File: config.mk
export PLATFORM = sky130hd
export DESIGN_NAME = scarv_soc_periph_xbar_flat
export DESIGN_NICKNAME = d
export VERILOG_FILES = /design/src/rtl/scarv_soc_periph_xbar_pkg.sv /design/src/rtl/scarv_soc_periph_xbar_if.sv /design/src/rtl/scarv_soc_periph_idfifo.sv /design/src/rtl/scarv_soc_periph_xbar.sv /design/src/flat_wrapper.sv
export SDC_FILE = /design/constraint.sdc
export NUM_CORES = 1
export LEC_CHECK = 0
export CELL_PAD_IN_SITES_DETAIL_PLACEMENT = 0
export CELL_PAD_IN_SITES_GLOBAL_PLACEMENT = 2
export CORE_ASPECT_RATIO = 0.75
export CORE_MARGIN = 2
export CORE_UTILIZATION = 16
export CTS_CLUSTER_SIZE = 20
export DETAILED_ROUTE_END_ITERATION = 7
export PLACE_DENSITY_LB_ADDON = 0.1
export SKIP_LAST_GASP = 1
export SLEW_MARGIN = 20
export SYNTH_ARGS = -nofsm -noshare
export SYNTH_HDL_FRONTEND = slang
export SYNTH_HIERARCHICAL = 1
export SYNTH_SLANG_ARGS = --single-unit
File: constraint.sdc
create_clock -name g_clk -period 7.93 [get_ports g_clk]
set_input_delay 0.793 -clock g_clk [delete_from_list [all_inputs] [get_ports g_clk]]
set_output_delay 0.793 -clock g_clk [all_outputs]
set_load 0.01 [all_outputs]
File: src/rtl/scarv_soc_periph_xbar_pkg.sv
// Shared types and address-decode helpers for the peripheral router.
// Slot decode is purely combinational; no state lives here.
package scarv_soc_periph_pkg;

  localparam int SLOT_BITS   = 12;
  localparam int WINDOW_BITS = 16;

  typedef logic [4:0] periph_id_t;

  function automatic periph_id_t id_err(input int ndev);
    return periph_id_t'(ndev);
  endfunction

  // Returns the owning slot, or the error ID for anything outside the enabled slots.
  function automatic periph_id_t decode_slot(
    input logic [31:0] addr,
    input logic [31:0] base,
    input int          ndev,
    input logic [15:0] slot_en
  );
    logic [3:0] slot;
    slot = addr[SLOT_BITS +: 4];
    if ((addr[31:WINDOW_BITS] == base[31:WINDOW_BITS]) && (int'(slot) < ndev) && slot_en[slot])
      return {1'b0, slot};
    return id_err(ndev);
  endfunction

endpackage

File: src/rtl/scarv_soc_periph_xbar_if.sv
// Core-side and device-side request/response bundle for the peripheral router.
// slave is the router's view; master is the surrounding requestor plus devices.
interface scarv_soc_periph_xbar_if #(parameter int NDEV = 2);
  logic                 core_req, core_gnt, core_wen;
  logic [3:0]           core_strb;
  logic [31:0]          core_addr, core_wdata;
  logic                 core_rsp, core_ack, core_error;
  logic [31:0]          core_rdata;
  logic [NDEV-1:0]      dev_req, dev_gnt;
  logic                 dev_wen;
  logic [3:0]           dev_strb;
  logic [31:0]          dev_addr, dev_wdata;
  logic [NDEV-1:0]      dev_rsp, dev_ack, dev_error;
  logic [NDEV*32-1:0]   dev_rdata;
  logic                 busy, unmapped_pulse;

  modport slave (
    input  core_req, core_wen, core_strb, core_addr, core_wdata, core_ack,
    output core_gnt, core_rsp, core_error, core_rdata,
    input  dev_gnt, dev_rsp, dev_error, dev_rdata,
    output dev_req, dev_wen, dev_strb, dev_addr, dev_wdata, dev_ack,
    output busy, unmapped_pulse
  );

  modport master (
    output core_req, core_wen, core_strb, core_addr, core_wdata, core_ack,
    input  core_gnt, core_rsp, core_error, core_rdata,
    output dev_gnt, dev_rsp, dev_error, dev_rdata,
    input  dev_req, dev_wen, dev_strb, dev_addr, dev_wdata, dev_ack,
    input  busy, unmapped_pulse
  );
endinterface

File: src/rtl/scarv_soc_periph_idfifo.sv
// In-order FIFO of target IDs; head is visible combinationally, push/pop take effect at the clock.
// Push is ignored when full and pop is ignored when empty.
module scarv_soc_periph_idfifo
  import scarv_soc_periph_pkg::*;
#(
  parameter int DEPTH = 4
) (
  input  logic       g_clk,
  input  logic       g_resetn,
  input  logic       i_push,
  input  periph_id_t i_push_id,
  input  logic       i_pop,
  output logic       o_full,
  output logic       o_empty,
  output periph_id_t o_head
);

  localparam int PW = $clog2(DEPTH);
  localparam logic [PW:0]   CNT_FULL = (PW+1)'(DEPTH);
  localparam logic [PW:0]   CNT_ONE  = {{PW{1'b0}}, 1'b1};
  localparam logic [PW-1:0] PTR_ONE  = {{(PW-1){1'b0}}, 1'b1};

  periph_id_t    r_mem [DEPTH];
  logic [PW-1:0] r_wptr, r_rptr;
  logic [PW:0]   r_count;
  logic          w_push, w_pop;

  assign o_full  = (r_count == CNT_FULL);
  assign o_empty = (r_count == '0);
  assign o_head  = r_mem[r_rptr];
  assign w_push  = i_push & ~o_full;
  assign w_pop   = i_pop & ~o_empty;

  always_ff @(posedge g_clk) begin
    if (w_push) r_mem[r_wptr] <= i_push_id;
  end

  // Pointers wrap naturally because DEPTH is a power of two.
  always_ff @(posedge g_clk) begin
    if (!g_resetn) begin
      r_wptr  <= '0;
      r_rptr  <= '0;
      r_count <= '0;
    end else begin
      if (w_push) r_wptr <= r_wptr + PTR_ONE;
      if (w_pop)  r_rptr <= r_rptr + PTR_ONE;
      if (w_push && !w_pop)      r_count <= r_count + CNT_ONE;
      else if (w_pop && !w_push) r_count <= r_count - CNT_ONE;
    end
  end

endmodule

File: src/rtl/scarv_soc_periph_xbar.sv
// Routes one requestor port to NDEV peripheral slots, returning responses in issue order.
// Zero-cycle request/response routing; stalls the requestor while DEPTH transactions are outstanding.
module scarv_soc_periph_xbar
  import scarv_soc_periph_pkg::*;
#(
  parameter int          NDEV    = 2,
  parameter logic [31:0] BASE    = 32'h1000_0000,
  parameter logic [15:0] SLOT_EN = 16'h0003,
  parameter int          DEPTH   = 4
) (
  input logic                    g_clk,
  input logic                    g_resetn,
  scarv_soc_periph_xbar_if.slave bus
);

  localparam periph_id_t ID_ERR = id_err(NDEV);

  periph_id_t w_tgt, w_head;
  logic       w_mapped, w_full, w_empty, w_accept, w_done;
  logic       r_unmapped;

  assign w_tgt    = decode_slot(bus.core_addr, BASE, NDEV, SLOT_EN);
  assign w_mapped = (w_tgt != ID_ERR);
  assign w_accept = bus.core_req & bus.core_gnt;
  assign w_done   = bus.core_rsp & bus.core_ack;

  assign bus.dev_wen        = bus.core_wen;
  assign bus.dev_strb       = bus.core_strb;
  assign bus.dev_addr       = bus.core_addr;
  assign bus.dev_wdata      = bus.core_wdata;
  assign bus.busy           = ~w_empty;
  assign bus.unmapped_pulse = r_unmapped;

  scarv_soc_periph_idfifo #(.DEPTH(DEPTH)) u_idfifo (
    .g_clk     (g_clk),
    .g_resetn  (g_resetn),
    .i_push    (w_accept),
    .i_push_id (w_tgt),
    .i_pop     (w_done),
    .o_full    (w_full),
    .o_empty   (w_empty),
    .o_head    (w_head)
  );

  // Outputs are held at their idle values while reset is asserted.
  always_comb begin
    bus.dev_req    = '0;
    bus.dev_ack    = '0;
    bus.core_gnt   = 1'b0;
    bus.core_rsp   = 1'b0;
    bus.core_error = 1'b0;
    bus.core_rdata = '0;
    if (g_resetn) begin
      if (!w_full) begin
        if (!w_mapped) bus.core_gnt = 1'b1;
        for (int i = 0; i < NDEV; i++) begin
          if (w_mapped && (w_tgt == periph_id_t'(i))) begin
            bus.dev_req[i] = bus.core_req;
            bus.core_gnt   = bus.dev_gnt[i];
          end
        end
      end
      if (!w_empty) begin
        if (w_head == ID_ERR) begin
          bus.core_rsp   = 1'b1;
          bus.core_error = 1'b1;
        end
        for (int i = 0; i < NDEV; i++) begin
          if (w_head == periph_id_t'(i)) begin
            bus.core_rsp   = bus.dev_rsp[i];
            bus.core_error = bus.dev_error[i];
            bus.core_rdata = bus.dev_rdata[32*i +: 32];
            bus.dev_ack[i] = bus.core_ack;
          end
        end
      end
    end
  end

  always_ff @(posedge g_clk) begin
    if (!g_resetn) r_unmapped <= 1'b0;
    else           r_unmapped <= w_accept & ~w_mapped;
  end

endmodule

File: src/flat_wrapper.sv
// flat-port wrapper written by rule: the top's interface ports become plain ports
module scarv_soc_periph_xbar_flat import scarv_soc_periph_pkg::*;
#(
  parameter int          NDEV    = 2,
  parameter logic [31:0] BASE    = 32'h1000_0000,
  parameter logic [15:0] SLOT_EN = 16'h0003,
  parameter int          DEPTH   = 4
)
  (g_clk, g_resetn, bus_core_req, bus_core_wen, bus_core_strb, bus_core_addr, bus_core_wdata, bus_core_ack, bus_core_gnt, bus_core_rsp, bus_core_error, bus_core_rdata, bus_dev_gnt, bus_dev_rsp, bus_dev_error, bus_dev_rdata, bus_dev_req, bus_dev_wen, bus_dev_strb, bus_dev_addr, bus_dev_wdata, bus_dev_ack, bus_busy, bus_unmapped_pulse);
  scarv_soc_periph_xbar_if #(.NDEV(NDEV)) bus_i ();
  input logic g_clk;
  input logic g_resetn;
  input wire logic [$bits(bus_i.core_req)-1:0] bus_core_req;
  input wire logic [$bits(bus_i.core_wen)-1:0] bus_core_wen;
  input wire logic [$bits(bus_i.core_strb)-1:0] bus_core_strb;
  input wire logic [$bits(bus_i.core_addr)-1:0] bus_core_addr;
  input wire logic [$bits(bus_i.core_wdata)-1:0] bus_core_wdata;
  input wire logic [$bits(bus_i.core_ack)-1:0] bus_core_ack;
  output wire logic [$bits(bus_i.core_gnt)-1:0] bus_core_gnt;
  output wire logic [$bits(bus_i.core_rsp)-1:0] bus_core_rsp;
  output wire logic [$bits(bus_i.core_error)-1:0] bus_core_error;
  output wire logic [$bits(bus_i.core_rdata)-1:0] bus_core_rdata;
  input wire logic [$bits(bus_i.dev_gnt)-1:0] bus_dev_gnt;
  input wire logic [$bits(bus_i.dev_rsp)-1:0] bus_dev_rsp;
  input wire logic [$bits(bus_i.dev_error)-1:0] bus_dev_error;
  input wire logic [$bits(bus_i.dev_rdata)-1:0] bus_dev_rdata;
  output wire logic [$bits(bus_i.dev_req)-1:0] bus_dev_req;
  output wire logic [$bits(bus_i.dev_wen)-1:0] bus_dev_wen;
  output wire logic [$bits(bus_i.dev_strb)-1:0] bus_dev_strb;
  output wire logic [$bits(bus_i.dev_addr)-1:0] bus_dev_addr;
  output wire logic [$bits(bus_i.dev_wdata)-1:0] bus_dev_wdata;
  output wire logic [$bits(bus_i.dev_ack)-1:0] bus_dev_ack;
  output wire logic [$bits(bus_i.busy)-1:0] bus_busy;
  output wire logic [$bits(bus_i.unmapped_pulse)-1:0] bus_unmapped_pulse;
  assign bus_i.core_req = bus_core_req;
  assign bus_i.core_wen = bus_core_wen;
  assign bus_i.core_strb = bus_core_strb;
  assign bus_i.core_addr = bus_core_addr;
  assign bus_i.core_wdata = bus_core_wdata;
  assign bus_i.core_ack = bus_core_ack;
  assign bus_core_gnt = bus_i.core_gnt;
  assign bus_core_rsp = bus_i.core_rsp;
  assign bus_core_error = bus_i.core_error;
  assign bus_core_rdata = bus_i.core_rdata;
  assign bus_i.dev_gnt = bus_dev_gnt;
  assign bus_i.dev_rsp = bus_dev_rsp;
  assign bus_i.dev_error = bus_dev_error;
  assign bus_i.dev_rdata = bus_dev_rdata;
  assign bus_dev_req = bus_i.dev_req;
  assign bus_dev_wen = bus_i.dev_wen;
  assign bus_dev_strb = bus_i.dev_strb;
  assign bus_dev_addr = bus_i.dev_addr;
  assign bus_dev_wdata = bus_i.dev_wdata;
  assign bus_dev_ack = bus_i.dev_ack;
  assign bus_busy = bus_i.busy;
  assign bus_unmapped_pulse = bus_i.unmapped_pulse;
  scarv_soc_periph_xbar #(.NDEV(NDEV), .BASE(BASE), .SLOT_EN(SLOT_EN), .DEPTH(DEPTH)) u_core (.g_clk(g_clk), .g_resetn(g_resetn), .bus(bus_i));
endmodule
* Word level (Yosys, flattened, before mapping)
Memories as Yosys holds them, arrays and structs flattened. A register that Yosys moved wholly into a read port is not among the register bits. Index checks and enable logic that the tools add are counted.
Operators by class: $add $sub $neg 4, magnitude comparators 2, equal/unequal tests 6, muxes and demuxes 36, bitwise operators 8, reduce and logical (&&, ||, !) cells 12
Operator list (count):
- $mux W32 | 4
- $mux W1 | 22
- $eq A16 B13 Y1 const B | 1
- $mux W2 | 6
- $eq A5 B1 Y1 const B | 2
- $logic_not A5 Y1 | 2
- $mux W5 | 2
- $logic_and A1 B1 Y1 | 6
- $mux W3 | 2
- $and A1 B1 Y1 | 5
- $eq A5 B2 Y1 const B | 1
- $lt A4 B5 Y1 const B | 1
- $ne A5 B2 Y1 const B | 1
- $add A2 B1 Y2 const B | 2
- $lt A4 B2 Y1 const B | 1
- $add A3 B1 Y3 const B | 1
- $eq A3 B3 Y1 const B | 1
- $logic_not A3 Y1 | 1
- $not A1 Y1 | 3
- $sub A3 B1 Y3 const B | 1
- $logic_not A1 Y1 | 2
- $reduce_bool A2 Y1 | 1
Word-level totals: register bits after elaboration 8, bits in writable memories 20, memory bits (read-only) 16, output and inout port bits 110, word-level logic and storage cells 74, memories kept 2
Memories:
- u_core.u_idfifo.r_mem | depth 4, width 5, read ports 1, clocked after Yosys merged registers in 1, wr ports 1, line scarv_soc_periph_idfifo.sv:23 | periph_id_t r_mem [DEPTH];
- (no name shown) | depth 16, width 1, read ports 1, clocked after Yosys merged registers in 0, wr ports 0, line scarv_soc_periph_xbar_pkg.sv:23 | if ((addr[31:WINDOW_BITS] == base[31:WINDOW_BITS]) && (int'(slot) < ndev) && slot_en[slot])

* Logic depth before layout (Yosys ltp)
depth after elaboration 17, mapped depth 13, gate-level depth less buffers 11

* By module
The synthesis kept the hierarchy.
Modules (own cells, without submodules):
- scarv_soc_periph_xbar | times used 1, cells each 220, area an instance 1405.1 um^2
- scarv_soc_periph_idfifo | times used 1, cells each 74, area an instance 1207.4 um^2

* Least setup slack after synthesis
Ideal clock, no wire load.
path kind input port to flip-flop, from input port bus_core_addr[17], to register u_core.u_idfifo.r_count[2], setup time 0.070 ns, arrival 2.968 ns, required time 7.860 ns, setup slack 4.892 ns, stages 11, path buffers 1, cells stage by stage or4_4 a2111oi_2 a21oi_1 nor2b_1 buf_6 ha_1 inv_1 fa_1 xor2_1 or3_1 a21boi_1
Between the ends: longest elaborated chain between the ends 16, elaborated cells between the ends (all ways) 22, those cells by class 3 x eq/ne; 8 x mux; 2 x bitwise; 9 x reduce/logical
RTL lines:
- start: declaration | line flat_wrapper.sv:16 | input wire logic [$bits(bus_i.core_addr)-1:0] bus_core_addr;
- $eq A16 B13 Y1 (*) | line scarv_soc_periph_xbar_pkg.sv:23
- $logic_and A1 B1 Y1 (*) (2 in a row) | line scarv_soc_periph_xbar_pkg.sv:23
- $mux W1 (*) | line scarv_soc_periph_xbar_pkg.sv:23
- $mux W5 (*) | line scarv_soc_periph_xbar_pkg.sv:25 | return id_err(ndev);
- $ne A5 B2 Y1 / $logic_not A5 Y1 (equally long branches) | line scarv_soc_periph_xbar.sv:23, scarv_soc_periph_xbar.sv:57
- $mux W1 / $logic_and A1 B1 Y1 (equally long branches) | line scarv_soc_periph_xbar.sv:55, scarv_soc_periph_xbar.sv:57
- $mux W1 | line scarv_soc_periph_xbar.sv:57 | if (w_mapped && (w_tgt == periph_id_t'(i))) begin
- $mux W1 (*) | line scarv_soc_periph_xbar.sv:57
- $mux W1 (*) | line scarv_soc_periph_xbar.sv:54 | if (!w_full) begin
- $mux W1 (*) | line scarv_soc_periph_xbar.sv:53 | if (g_resetn) begin
- $and A1 B1 Y1 (*) | line scarv_soc_periph_xbar.sv:24 | assign w_accept = bus.core_req & bus.core_gnt;
- net u_core.w_accept | line scarv_soc_periph_xbar.sv:19 | logic w_mapped, w_full, w_empty, w_accept, w_done;
- $and A1 B1 Y1 (*) | line scarv_soc_periph_idfifo.sv:31 | assign w_push = i_push & ~o_full;
- net u_core.u_idfifo.w_push | line scarv_soc_periph_idfifo.sv:26 | logic w_push, w_pop;
- $logic_not A1 Y1 | line scarv_soc_periph_idfifo.sv:48 | else if (w_pop && !w_push) r_count <= r_count - CNT_ONE;
- $logic_and A1 B1 Y1 | line scarv_soc_periph_idfifo.sv:48
- $reduce_bool A2 Y1 (no source line)
- end signal: assignment | line scarv_soc_periph_idfifo.sv:47 | if (w_push && !w_pop) r_count <= r_count + CNT_ONE;
- end signal: assignment | line scarv_soc_periph_idfifo.sv:48
- end: declaration | line scarv_soc_periph_idfifo.sv:25 | logic [PW:0] r_count;
The timed path passes the listed nets; every way through them passes the cells marked *. A chain may end at the register's enable or synchronous reset.

==> metrics.log <==
INFO  metric core_region_area = 16,000 sq um
INFO  metric flow.area_growth_from_synthesis = 56.4%
INFO  metric n_antenna_cell = 0
INFO  metric total_area_of_multi_input_combinational_cells = 1240 sq um
INFO  metric fin_tns_setup = 0 ns
INFO  metric worstSetupStartpointType = register
INFO  metric final-seq-area = 801 sq um
INFO  metric grt_pass1_vias = 2,404
INFO  metric route.detailed.wl_per_inst = 14.8 um
INFO  metric regToRegSetupSlack = 4.29 ns
INFO  metric detailedRoute.firstIterationViolations = 85
INFO  metric post_synth_num_cell_types = 41
INFO  metric cts-hold-fix-buffers = 0
INFO  metric floorplan.io_pins = 253
INFO  metric overflow = 0
INFO  metric detail_route.first_pass.iterations = 4
INFO  metric count_of_clock_tree_sinks = 30
INFO  metric detail_route.drc_violations = 0
INFO  metric cts_tree = yes
INFO  metric finalCriticalPeriod = 3.94 ns
INFO  metric irDropWorstVdd = 0.0713 mV
INFO  metric number_of_instances_in_the_synthesized_netlist = 294
INFO  metric yosysWarnings = 6
INFO  metric slew_violations = 0
INFO  metric hold_viol = 0
INFO  metric timing.final.crit_share = 0.497
INFO  metric post_drt_via_cell_ratio = 3.94
INFO  metric fp.dieArea = 17,400 sq um
INFO  metric fp-row-count = 40
INFO  metric final_nets = 531
INFO  metric post_route_cells_drive_above_1_share = 0.0653
INFO  metric detail-route-antenna-nets = 0
INFO  metric outcome = completed
INFO  metric worstHoldPathType = register to register
INFO  metric timing.max_slew.rel_slack = 0.544
INFO  metric worst_path_required = 7.14 ns
INFO  metric place.gp.congestion = 0.669
INFO  metric synth.yosys.seq_area_share = 0.307
INFO  metric worst_ep_arrival_time = 3.15 ns
INFO  metric fin_skew = 0.00506 ns
INFO  metric grt_use_total = 0.0958
INFO  metric worstSetupPathType = register to output pin
INFO  metric max_clock_freq = 254 MHz
INFO  metric insertion_delay = 0.27 ns
INFO  metric antenna_found_initial = 0
INFO  metric post_cts_buffers = 0
INFO  metric worst_path_max_fanout = 36
INFO  metric cellPowerDensity = 133 nW/um^2
INFO  metric place.port_buffers = 154
INFO  metric maximum_number_of_buffers_from_clock_root_to_sink = 2
INFO  metric cp-end-kind = output pin
INFO  metric sum_of_routed_wire_length_over_all_layers = 8760 um
INFO  metric grt_first_pass_wirelength = 13,200 um
INFO  metric clk_transition_reported_paths = 0.05 ns
INFO  metric layout.cells.most_common_list = 154 x clkdlybuf4s50_1, 36 x a21oi_1, 35 x nand3_1
INFO  metric setup_viol = 0
INFO  metric die_width = 152 um
INFO  metric timing.max_cap.violations = 0
INFO  metric detailroute.via_count = 2,336
INFO  metric layout.cells.most_common = clkdlybuf4s50_1
INFO  metric leakage = 0.00127 uW
INFO  metric rsz_0062_raised_after_global_routing = false
INFO  metric total_clock_buffers_created_by_cts = 5
INFO  metric synthesis.area_per_instance = 8.89 sq um
INFO  metric ctsHtreeMaxLevel = 2
INFO  metric synth.ff_latch_count = 30
INFO  metric initial_core_util = 0.163
INFO  metric root_buffer = clkbuf_16
INFO  metric power = 542 uW
INFO  metric mappedNetlistArea = 2610 sq um
INFO  metric dpl.hpwl = 6420 um
INFO  metric fp.dieH = 115 um
INFO  metric post_cts_resized = 0
INFO  metric timing_worst_slew_pin_value = 0.683 ns
INFO  metric layout.filler_cells = 1,751
INFO  metric maximum_number_of_pins_on_one_net_before_global_route_repair = 37
[cells in the mapped netlist]
library cell / n / area share
a2111oi_2: 1 / 0.0057
a21boi_1: 1 / 0.0029
a21oi_1: 36 / 0.069
a32oi_1: 1 / 0.0034
and2_1: 9 / 0.022
and3_1: 1 / 0.0024
buf_2: 2 / 0.0038
buf_4: 69 / 0.20
buf_6: 1 / 0.0043
clkbuf_1: 16 / 0.023
conb_1: 1 / 0.0014
dfxtp_1: 10 / 0.077
edfxtp_1: 20 / 0.23
fa_1: 1 / 0.0077
ha_1: 5 / 0.024
inv_1: 5 / 0.0072
mux2i_1: 3 / 0.011
mux4_2: 5 / 0.043
nand2_1: 7 / 0.010
nand2b_1: 1 / 0.0024
nand3_1: 35 / 0.067
nand3b_1: 33 / 0.095
nor2_1: 4 / 0.0057
nor2b_1: 3 / 0.0072
nor3_1: 3 / 0.0057
nor3_2: 1 / 0.0038
nor3b_1: 1 / 0.0029
nor3b_2: 1 / 0.0048
nor4_1: 3 / 0.0072
nor4_4: 1 / 0.0081
nor4b_1: 1 / 0.0034
o21ai_0: 1 / 0.0019
o21ai_1: 1 / 0.0019
o311ai_1: 1 / 0.0034
o31ai_2: 1 / 0.0048
or2_1: 1 / 0.0024
or2_2: 1 / 0.0024
or3_1: 1 / 0.0024
or4_4: 2 / 0.0086
xnor2_1: 3 / 0.010
xor2_1: 1 / 0.0034
[final timing paths]
kind / end / from / cells after the start
worst min-delay path: u_core/u_idfifo/r_wptr[0] / u_core/u_idfifo/r_wptr[0] / 2
worst min register to register: u_core/u_idfifo/r_wptr[0] / u_core/u_idfifo/r_wptr[0] / 2
worst max-delay path: bus_core_rsp / register / 6
worst max register to register: u_core/u_idfifo/r_count[2] / register / 11
[cell families after synthesis]
kind of cell             synth area share
multiplexers                       0.0546
adder cells (fa/ha/maj)            0.0316
XOR/XNOR                           0.0134
AO/OA/AOI/OAI                      0.0929
AND/OR/NAND/NOR                     0.263
other                             0.00144
buffers and inverters               0.237
flip-flops                          0.307
[state kept, by name, indices dropped and copies added, names as in the netlist, named ones only]
register	cells
u_core/u_idfifo/r_count	3
u_core/u_idfifo/r_mem	20
u_core/bus.unmapped_pulse	1
u_core/u_idfifo/r_wptr	2
u_core/u_idfifo/r_rptr	2
[through the flow]
| step | hold slack [ns] | cells | instance area (sq um) | setup slack (ns) | util |
|---|---|---|---|---|---|
| after floorplan | 0.468 | 305 | 2650 | 4.89 | - |
| final | 0.510 | 593 | 4090 | 3.99 | 0.255 |
| after detailed placement | 0.503 | 585 | 3900 | 4.14 | 0.243 |
| after global placement | 0.496 | 585 | 3900 | 4.15 | 0.243 |
| after CTS | 0.510 | 593 | 4090 | 3.91 | 0.255 |
| after global routing | 0.545 | 593 | 4090 | 3.75 | 0.255 |
[metal layers]
layer / part of all wire / global-route usage / vias up / wire length (um)
li1: - / - / 1141 / -
met1: 0.44 / 0.123 / 1083 / 3900
met2: 0.48 / 0.162 / 86 / 4170
met3: 0.063 / 0.0239 / 26 / 556
met4: 0.015 / 0.0235 / 0 / 133
met5: 0 / 0 / - / 0
[area by class of cell]
type / instances / share of cell area
Clock buffer: 5 / 0.0306
Sequential cell: 30 / 0.196
Multi-Input combinational cell: 182 / 0.304
Inverter: 5 / 0.00459
Clock inverter: 3 / 0.0156
Timing Repair Buffer: 158 / 0.385
Tap cell: 210 / 0.0643
[critical path: stages, from the launching register on]
cell             delay [ns]
dfxtp_1                0.51
mux4_2                 0.88
nor2b_2                0.19
buf_4                  0.40
a32oi_1                0.22
nor2_1                 0.12
clkdlybuf4s50_1        0.54
[where the power goes]
group / leakage, uW / internal (uW) / switching, uW
Clock: 0.0000915 / 179 / 64.0
Sequential: 0.000276 / 173 / 5.78
Combinational: 0.000906 / 70.4 / 50.8
Total: 0.00127 / 422 / 121
Power figures use the tool's default switching activity.
